## src/rtl/nco_freq_meter.sv

```systemverilog
// nco_freq_meter: counts synchronized rising edges of sig_in over a gate of
// 2^G clocks and reports the count scaled to the FCW an N-bit nco would need.
module nco_freq_meter #(
  parameter int N = 16,
  parameter int G = 8
) (
  input  logic         clk,
  input  logic         reset,
  input  logic         sig_in,
  input  logic         start,
  input  logic         continuous,
  output logic [N-1:0] fcw,
  output logic         valid,
  output logic         busy
);

  typedef enum logic [1:0] {
    IDLE   = 2'd0,
    SETTLE = 2'd1,
    GATE   = 2'd2
  } state_t;

  localparam int             SHIFT       = N - G;
  localparam logic [1:0]     SETTLE_LAST = 2'd2;
  localparam logic [G-1:0]   GATE_LAST   = {G{1'b1}};
  localparam logic [G-1:0]   G_ZERO      = {G{1'b0}};

  state_t         state_r;
  state_t         state_nx_s;
  logic           s1_r;
  logic           s2_r;
  logic           s3_r;
  logic           rise_s;
  logic           start_r;
  logic [1:0]     settle_cnt_r;
  logic [G-1:0]   gate_cnt_r;
  logic [G-1:0]   edge_cnt_r;
  logic           settle_last_s;
  logic           gate_last_s;
  logic [N-1:0]   fcw_r;
  logic [N-1:0]   fcw_nx_s;
  logic           valid_r;
  logic           valid_nx_s;
  logic           busy_r;
  logic           busy_nx_s;

  // The final gate cycle's own rise is folded in; the sum never exceeds 2^(G-1).
  function automatic logic [N-1:0] scale_count(input logic [G-1:0] cnt, input logic inc);
    logic [N-1:0] sum;
    sum = N'(cnt) + N'(inc);
    return sum << SHIFT;
  endfunction

  assign rise_s        = s2_r & ~s3_r;
  assign settle_last_s = (state_r == SETTLE) && (settle_cnt_r == SETTLE_LAST);
  assign gate_last_s   = (state_r == GATE) && (gate_cnt_r == GATE_LAST);

  // Input synchronizer, launch request capture and gate/edge counters
  always_ff @(posedge clk) begin
    if (reset) begin
      s1_r         <= 1'b0;
      s2_r         <= 1'b0;
      s3_r         <= 1'b0;
      start_r      <= 1'b0;
      settle_cnt_r <= 2'd0;
      gate_cnt_r   <= G_ZERO;
      edge_cnt_r   <= G_ZERO;
    end else begin
      s1_r    <= sig_in;
      s2_r    <= s1_r;
      s3_r    <= s2_r;
      start_r <= start & (state_r == IDLE);
      if ((state_r == SETTLE) && !settle_last_s) begin
        settle_cnt_r <= settle_cnt_r + 2'd1;
      end else begin
        settle_cnt_r <= 2'd0;
      end
      if (state_r == GATE) begin
        gate_cnt_r <= gate_cnt_r + G'(1'b1);
        if (gate_last_s) begin
          edge_cnt_r <= G_ZERO;
        end else begin
          edge_cnt_r <= edge_cnt_r + G'(rise_s);
        end
      end else begin
        gate_cnt_r <= G_ZERO;
        edge_cnt_r <= G_ZERO;
      end
    end
  end

  // Measurement state register
  always_ff @(posedge clk) begin
    if (reset) begin
      state_r <= IDLE;
    end else begin
      state_r <= state_nx_s;
    end
  end

  // Next-state logic
  always_comb begin
    state_nx_s = state_r;
    case (state_r)
      IDLE: begin
        if (start_r) begin
          state_nx_s = SETTLE;
        end else begin
          state_nx_s = IDLE;
        end
      end
      SETTLE: begin
        if (settle_last_s) begin
          state_nx_s = GATE;
        end else begin
          state_nx_s = SETTLE;
        end
      end
      GATE: begin
        if (gate_last_s && !continuous) begin
          state_nx_s = IDLE;
        end else begin
          state_nx_s = GATE;
        end
      end
      default: begin
        state_nx_s = IDLE;
      end
    endcase
  end

  // Output next values; fcw holds its last result between gates
  always_comb begin
    valid_nx_s = 1'b0;
    fcw_nx_s   = fcw_r;
    busy_nx_s  = (state_nx_s != IDLE);
    if (gate_last_s) begin
      valid_nx_s = 1'b1;
      fcw_nx_s   = scale_count(edge_cnt_r, rise_s);
    end else begin
      valid_nx_s = 1'b0;
      fcw_nx_s   = fcw_r;
    end
  end

  // Output registers
  always_ff @(posedge clk) begin
    if (reset) begin
      fcw_r   <= {N{1'b0}};
      valid_r <= 1'b0;
      busy_r  <= 1'b0;
    end else begin
      fcw_r   <= fcw_nx_s;
      valid_r <= valid_nx_s;
      busy_r  <= busy_nx_s;
    end
  end

  assign fcw   = fcw_r;
  assign valid = valid_r;
  assign busy  = busy_r;

endmodule

```

## config.mk

```make
export PLATFORM = sky130hd
export DESIGN_NAME = nco_freq_meter
export DESIGN_NICKNAME = d
export VERILOG_FILES = /design/src/rtl/nco_freq_meter.sv
export SDC_FILE = /design/constraint.sdc
export NUM_CORES = 1
export LEC_CHECK = 0
export CORE_UTILIZATION = 35
export CTS_BUF_LIST = sky130_fd_sc_hd__clkbuf_16
export DETAILED_ROUTE_END_ITERATION = 16
export GPL_TIMING_DRIVEN = 0
export PLACE_DENSITY = 0.62
export SLEW_MARGIN = 20
export SYNTH_ARGS = -nofsm -noshare
export SYNTH_HDL_FRONTEND = slang
export SYNTH_SLANG_ARGS = --single-unit
```

## constraint.sdc

```tcl
create_clock -name clk -period 1.4 [get_ports clk]
set_input_delay 0.42 -clock clk [delete_from_list [all_inputs] [get_ports clk]]
set_output_delay 0.42 -clock clk [all_outputs]
set_load 0.05 [all_outputs]
```

After elaboration in Yosys (flattened, before gate mapping)
Cells that the tools add are included.

cells by class
  add/sub/neg operators = 4
  $mul = 0
  div/mod/pow operators = 0
  magnitude comparators = 0
  equal/unequal tests = 4
  shifts and indexed selects = 0
  multiplexer cells = 5
  bitwise operators = 5
  reductions and logical operators = 11

operator list
  kind                                                              number
  8-bit by 1-bit adder with 8-bit output                            2
  8-bit by 1-bit adder with 8-bit output (second input constant)    1
  8-bit == test (second input constant)                             1
  2-bit one-hot mux with 3 select lines                             1
  2-bit == test (second input constant)                             2
  1-bit logical AND                                                 4
  2-bit two-way mux                                                 2
  2-bit OR reduction                                                2
  1-bit NOT                                                         3
  3-bit OR reduction                                                1
  2-bit by 1-bit adder with 2-bit output (second input constant)    1
  1-bit bitwise AND                                                 2
  2-bit by 1-bit == test with 1-bit output (second input constant)  1
  1-bit zero test                                                   2
  2-bit zero test                                                   1
  1-bit two-way mux                                                 2
  2-bit nonzero test                                                1

word-level totals
  bits in registers = 34
  latch bits = 0
  RAM bits = 0
  memory bits (read-only) = 0
  output and inout bits = 18
  logic and storage cells = 40
  memories = 0

Longest topological paths before layout
Gate-level depths: netlist (run 1).

  depth in word-level cells = 6
  mapped depth = 6
  mapped depth without buffers = 6

Least setup slack after synthesis (run 1)
No wires, ideal clock.

  path type = register to register
  from = register gate_cnt_r[0]
  to = register busy_r, in the netlist busy
  library setup time = 0.141 ns
  arrival = 1.313 ns
  data required time = 1.259 ns
  slack = -0.054 ns
  cell stages (with the launch flop) = 7
  buffers on the path = 1
  period minus slack after synthesis = 1.454 ns
  cell sequence = dfxtp_1 -> ha_1 -> nand3_1 -> nor3_4 -> or2_1 -> buf_4 -> o221ai_1

on the way
  word-level cells in the longest chain between the ends = 6

ends and longest elaborated chain
  item                                   line  source
  start, declared                        36    logic [G-1:0] gate_cnt_r;
  start signal, assigned                 79    gate_cnt_r <= gate_cnt_r + G'(1'b1);
  8-bit == test                          56    assign gate_last_s = (state_r == GATE) && (gate_cnt_r == GATE_LAST);
  1-bit logical AND                      56
  1-bit logical AND                      120   if (gate_last_s && !continuous) begin
  2-bit two-way mux                      120
  2-bit one-hot mux with 3 select lines  104   case (state_r)
  2-bit nonzero test                     136   busy_nx_s = (state_nx_s != IDLE);
  end signal, assigned                   155   busy_r <= busy_nx_s;
  end, declared                          44    logic busy_r;

Every way passes these cells.
A chain may end at the register's enable or synchronous reset.

Final worst setup path (run 1)
  from = register s2_r
  to = register fcw_r[15], in the netlist fcw[15]

on the way
  word-level cells in the longest chain between the ends = 2

ends and longest elaborated chain
  item                                    line  source
  start, declared                         31    logic s2_r;
  start signal, assigned                  70    s2_r <= s1_r;
  1-bit bitwise AND                       54    assign rise_s = s2_r & ~s3_r;
  8-bit by 1-bit adder with 8-bit output  50    sum = N'(cnt) + N'(inc);
  end signal, assigned                    149   fcw_r <= {N{1'b0}};
  end signal, assigned                    153   fcw_r <= fcw_nx_s;
  end, declared                           40    logic [N-1:0] fcw_r;

Every way passes these cells.

==> impl_metrics.ini, run 1 <==
[status]
outcome = finished clean

[clocking]
clkTransAtPathRegs_ns = 0.05
htree_num_levels = 2
cts.sink_count = 34
insertion_delay_ns = 0.27
cts_made_buffers = 5
cts_buffer_depth = 2
cts_hold_buf = 0
cts_tree = yes
cts-root-buf = clkbuf_16

[detailed_routing]
viasPerCell = 4.50
routedWlPerCell_um = 11.1
first_pass_iters = 4
detail-route-antenna-nets = 0
drt_iter0_drc = 32
via_count = 1003
drt-total-wl_mm = 2.48
drc = 0

[critical_path]
max_stage_delay_ns = 0.33
r2r-start = s2_r
crit_chain = nor2b_4 > ha_4 > and3_4 > nand3_2 > xor2_2 > a211oi_2
endpoint_kind = flop
cp_max_fo = 3
worstPathRequired_ns = 1.60
path_class = flop to flop
cp-startpoint = s2_r
critPathArrivalTime_ns = 1.57
start_kind = flop
cp_slowest_cell = dfxtp_2

[grt]
grt_busiest_layer = met2
grt-ovfl-total = 0
grt_pass1_wl_mm = 4.04
gr-usage-met2_pct = 22.3
use_met1_pct = 13.9
grt_pass1_vias = 978
grt_antenna_before_repair = 0
grt_usage_pct = 13.4
grt_max_degree = 11
grt_use_met3_pct = 6.52

[timing]
drv_slew = 0
rsz0062_at_grt = yes
fin_ws_ns = 0.0316
hold_viol_final = 0
period_share_pct = 97.7
clock.fmax_mhz = 731
finalSetupViolations = 0
finalCriticalPeriod_ns = 1.37
fin_hold_ws_ns = 0.409
finClkSkew_ns = 0.00251
fin_setup_tns_ns = 0

[pwr]
leakage_nw = 0.736
p_clk_share_pct = 47.2
p_int_mw = 1.66
netSwitchingFraction_pct = 21.4
irDropWorstVdd_v = 0.000768
pwr_density_cell_mw_per_mm2 = 1130
sequentialPowerShare_pct = 46.7
p_sw_mw = 0.453
pwr-share-comb_pct = 6.2

[yosys]
netlist_area_mm2 = 0.00133
ys_seq_area_share_pct = 51.2
yosys_warnings = 0
synth_area_leaders = dfxtp_1, nor2_1, buf_4
yosysTopAreaCellShare_pct = 51.2
yosys_register_bits = 34
ys_types = 28
syn_avg_cell_area_um2 = 9.78
netlist_instances = 136
yosys.area.top_type = dfxtp_1

[worst_hold_path]
holdCritStartpoint = settle_cnt_r[0]
worstHoldPathType = flop to flop

[placement]
dp_hpwl_mm = 1.55
place_ws_ns = -0.591
port_buffers = 14
place_congestion = 0.790

[finish]
drive_above_1_share_pct = 37.7
final_net_count = 184
final-seq-area_um2 = 689
area.growth.synth_to_final_pct = 40.4
multi_input_area_um2 = 691
n_antenna_cell = 0
nFillCells = 357

[die]
fp.dieArea_mm2 = 0.00405
start_util_pct = 36.3
row_count = 22
io_pins = 23
die_h_um = 63.6
core-area_mm2 = 0.00366
die_x_um = 63.6

[job]
maxCapViolations = 0
## synthesized netlist by cell type (all sizes together)
cell    instances
nor3b           1
a211oi          6
nand3b          2
mux2i           2
buf            10
xor2            7
or3             2
nor2           28
and3            4
conb            1
inv             5
xnor2           4
nand2           2
dfxtp          34
a21oi           2
or2             2
o221ai          1
clkbuf          1
nor4            1
a31oi           1
nor2b           4
nor3            1
nand3           9
o21ai           2
ha              4
## worst max-delay path, delay by kind of cell, from the launching register on
| family | cells | cell delay, ns |
|---|---|---|
| AOI/OAI and AO/OA | 1 | 0.20 |
| adders and majority gates | 1 | 0.16 |
| DFF | 1 | 0.33 |
| and+or+nand+nor | 3 | 0.44 |
| xor gates and xnor gates | 1 | 0.17 |
## registers in the layout (all words and copies together), names as in the netlist, 2 cells and up
signal and cells:
edge_cnt_r 8, fcw 8, gate_cnt_r 8, settle_cnt_r 2, state_r 2
## area by class of cell
cell class	instances	share of cell area, %
multi-input cells	93	37.0
flip-flops and latches	34	36.9
repair buffers	25	10.1
clock buffers	5	6.70
plain buffers	11	4.69
well taps	48	3.22
inverters	5	1.01
clock inverters	2	0.402
## timing repair
item                                    4_1_cts  5_1_grt
setup buffers                                 5        5
resized for setup                            47       31
endpoints found under the setup margin       30       22
pin swaps                                     6        5
cloned                                        1        0
## stage by stage
| step | cell area, µm² | utilization, % | power (mW) | std cells |
|---|---|---|---|---|
| 2_1_floorplan | 1360 | - | 1.10 | 143 |
| 3_3_place_gp | 1560 | 42.7 | 1.13 | 205 |
| 3_5_place_dp | 1560 | 42.7 | 1.13 | 205 |
| 4_1_cts | 1770 | 48.3 | 2.13 | 218 |
| 5_1_grt | 1870 | 51.0 | 2.20 | 223 |
| 6_report | 1870 | 51.0 | 2.11 | 223 |
## power by group through the flow
stage | Sequential (mW) | Clock (mW) | Combinational (mW)
6_report | 0.987 | 0.997 | 0.130
5_1_grt | 0.988 | 1.07 | 0.139
4_1_cts | 0.986 | 1.03 | 0.121
3_5_place_dp | 1.01 | 0 | 0.122
3_3_place_gp | 1.01 | 0 | 0.120
2_1_floorplan | 1.01 | 0 | 0.0891
## final timing paths
kind	to	slack (ns)	depth (start not counted)
worst max-delay path	fcw[15]	0.03	6
worst min-delay path	settle_cnt_r[0]	0.41	1
worst max register to register	fcw[15]	0.03	6
worst min register to register	settle_cnt_r[0]	0.41	1
## kinds of logic (layout without fill, tap and decap cells)
family                     count (synthesis)  count (layout)  synth area share [%]
muxes                                      2               2                  1.51
AOI/OAI and AO/OA                         12              12                  7.53
buffers and inverters                     16              48                  7.62
and+or+nand+nor                           56              56                  20.9
other                                      1               8                 0.282
adders and majority gates                  4               4                  3.76
xor gates and xnor gates                  11              11                  7.24
DFF                                       34              34                  51.2
## metal layers
layer,part of all wire (%),vias up
li1,-,511
met1,43,467
met2,51,22
met3,4.9,3
met4,1.5,0
met5,0,-
## layout by cell type (no fill, tap or decap), drive strengths merged
| cell | instances |
|---|---|
| clkbuf | 6 |
| a211oi | 6 |
| clkdlybuf4s15 | 2 |
| dlygate4sd2 | 1 |
| nor3b | 1 |
| nor4 | 1 |
| mux2i | 2 |
| nor2b | 4 |
| and3 | 4 |
| nand3b | 2 |
| buf | 29 |
| a21oi | 2 |
| clkdlybuf4s50 | 3 |
| nand3 | 9 |
| xor2 | 7 |
| nor2 | 28 |
| xnor2 | 4 |
| o221ai | 1 |
| o21ai | 2 |
| dfxtp | 34 |
| or3 | 2 |
| a31oi | 1 |
| nor3 | 1 |
| or2 | 2 |
| nand2 | 2 |
| ha | 4 |
| inv | 7 |
| conb | 8 |
Power figures use the tool's default switching activity.
==> run 2, diff against run 1 <==
--- a/config.mk
+++ b/config.mk
@@ -5,11 +5,12 @@
 export SDC_FILE = /design/constraint.sdc
 export NUM_CORES = 1
 export LEC_CHECK = 0
-export CORE_UTILIZATION = 35
+export CORE_UTILIZATION = 46
 export CTS_BUF_LIST = sky130_fd_sc_hd__clkbuf_16
 export DETAILED_ROUTE_END_ITERATION = 16
 export GPL_TIMING_DRIVEN = 0
-export PLACE_DENSITY = 0.62
+export PLACE_DENSITY = 0.77
+export SKIP_LAST_GASP = 1
 export SLEW_MARGIN = 20
 export SYNTH_ARGS = -nofsm -noshare
 export SYNTH_HDL_FRONTEND = slang
==> constraint.sdc (replaced) <==
create_clock -name clk -period 1.15 [get_ports clk]
set_input_delay 0.345 -clock clk [delete_from_list [all_inputs] [get_ports clk]]
set_output_delay 0.345 -clock clk [all_outputs]
set_load 0.05 [all_outputs]
==> run 2 against run 1 <==
  * The flow now finishes with violations (negative setup slack)
  * Largest cell class is now sequential cells
  * Die area down 23%
  * Highest routed layer unchanged
  * Worst hold slack better by 0.018 ns
  * Core utilization up 18 points
  * Total power up 23%
  * Clock skew up 0.0050 ns
  * Via count unchanged
  * Flip-flop and latch count unchanged
  * Sequential share of layout area up 0.058 points
  * Clock-buffer cell count unchanged
==> impl_metrics.ini, run 2 (synthesized netlist as in run 1, its figures left out) <==
[grt]
grt_usage_pct = 18.2
grt_max_degree = 11
grt_antenna_before_repair = 0
grt_pass1_vias = 1009
grt-ovfl-total = 0
grt_pass1_wl_mm = 4.21

[finish]
final_core_util_pct = 68.7
mostFrequentLayoutCells = nor2_1, dfxtp_1, buf_4
n_antenna_cell = 0
final_common_cell = nor2_1
drive_above_1_share_pct = 40.7
final_net_count = 180
final_cell_area_mm2 = 0.00189
finalNonFillerCells = 203
area.growth.synth_to_final_pct = 42.4

[detailed_routing]
drt-total-wl_mm = 2.48
detail-route-antenna-nets = 0
first_pass_iters = 4
drt_iter0_drc = 23
drc = 0
viasPerCell = 4.94
routedWlPerCell_um = 12.2
via_count = 1003

[pwr]
p_total_mw = 2.59
p_int_mw = 2.03
sequentialPowerShare_pct = 46.4
irDropWorstVdd_v = 0.00174
pwr_density_cell_mw_per_mm2 = 1370
p_sw_mw = 0.563
p_clk_share_pct = 47.5
pwr-share-comb_pct = 6.1
netSwitchingFraction_pct = 21.7
leakage_nw = 0.728

[timing]
finalCriticalPeriod_ns = 1.37
period_share_pct = 119
fin_hold_ws_ns = 0.427
finalSetupViolations = 21
rsz0062_at_grt = yes
fin_ws_ns = -0.221
finClkSkew_ns = 0.00750
clock.fmax_mhz = 729
drv_slew = 0
hold_viol_final = 0

[job]
maxCapViolations = 0

[critical_path]
r2r-end = busy
r2r-start = gate_cnt_r[0]
endpoint_kind = flop
worstPathRequired_ns = 1.29
max_stage_delay_ns = 0.34
cp_top_family = simple AND/OR/NAND/NOR gates
cp.buffers_inverters = 1
r2r_cells = 6
start_kind = flop
cp_slowest_cell = dfxtp_2
r2r_slack_ns = -0.22
critPathArrivalTime_ns = 1.52
crit_chain = ha_4 > nand3_4 > nor3_4 > or2_1 > buf_6 > o221ai_2
path_class = flop to flop
cp_max_fo = 5

[status]
outcome = finished, violations left
violations = negative setup slack

[die]
io_pins = 23
start_util_pct = 48.2
die_x_um = 55.8
row_count = 19
die_h_um = 55.8
fp.dieArea_mm2 = 0.00311
core-area_mm2 = 0.00276

[placement]
place_inst = 188
dpl_cell_area_mm2 = 0.00160
dp_hpwl_mm = 1.66
port_buffers = 14
place_congestion = 0.710

[clocking]
cts_buffer_depth = 2
cts_tree = yes
htree_num_levels = 2
cts_made_buffers = 5
insertion_delay_ns = 0.27
cts-root-buf = clkbuf_16
cts.sink_count = 34
clkTransAtPathRegs_ns = 0.05

[worst_hold_path]
holdCritStartpoint = settle_cnt_r[0]
hold_end = settle_cnt_r[0]
worstHoldPathType = flop to flop
hold_path_depth = 1
## run 2: changes by cell type in the layout (fill, tap and decap cells not counted), moves of 3 or more
| cell | change |
|---|---|
| buf_4 | -4 |
| buf_6 | +9 |
| buf_2 | -8 |
| dfxtp_2 | +6 |
| dfxtp_1 | -7 |
| nand3_2 | -3 |
## run 2: worst max-delay path by stage
stage	from	end	slack, ns	cells after the start
6_report	gate_cnt_r[0]	busy	-0.22	6
5_1_grt	gate_cnt_r[1]	fcw[9]	-0.30	6
4_1_cts	gate_cnt_r[0]	busy	-0.22	6
3_5_place_dp	reset	edge_cnt_r[2]	-0.78	5
3_3_place_gp	reset	edge_cnt_r[7]	-0.74	5
2_1_floorplan	s2_r	fcw[15]	-0.16	6
## run 2: timing repair
| item | CTS | global route |
|---|---|---|
| hold buffers | 0 | 0 |
| endpoints found under the setup margin | 40 | 33 |
| gates cloned | 1 | 0 |
| hold endpoints to repair | 0 | 0 |
| resized for setup | 78 | 24 |
| pin swaps | 11 | 3 |
| buffers inserted | 6 | 0 |
## run 2: routing by layer
layer | global-route usage (%) | wire length, µm
met4 | 9.29 | 11
met1 | 17.4 | 974
met2 | 33.7 | 1400
met3 | 6.51 | 98
met5 | 0 | 0
## run 2: power by group through the flow
stage / sequential, mW / combinational (mW) / clock (mW)
2_1_floorplan: 1.24 / 0.112 / 0
3_3_place_gp: 1.23 / 0.149 / 0
3_5_place_dp: 1.23 / 0.151 / 0
4_1_cts: 1.20 / 0.154 / 1.25
5_1_grt: 1.20 / 0.167 / 1.31
6_report: 1.20 / 0.157 / 1.23
## run 2: cell type report
type,count,area (µm²)
fillers,211,863
plain buffers,11,87.6
flip-flops and latches,34,701
clock inverters,3,12.5
well taps,31,38.8
repair buffers,21,213
inverters,5,18.8
multi-input cells,93,698
clock buffers,5,125
## run 2: metrics by stage
step	TNS, ns	worst slack [ns]
2_1_floorplan	-1.87	-0.160
3_3_place_gp	-19.23	-0.745
3_5_place_dp	-20.45	-0.784
4_1_cts	-3.61	-0.216
5_1_grt	-5.03	-0.297
6_report	-3.22	-0.221
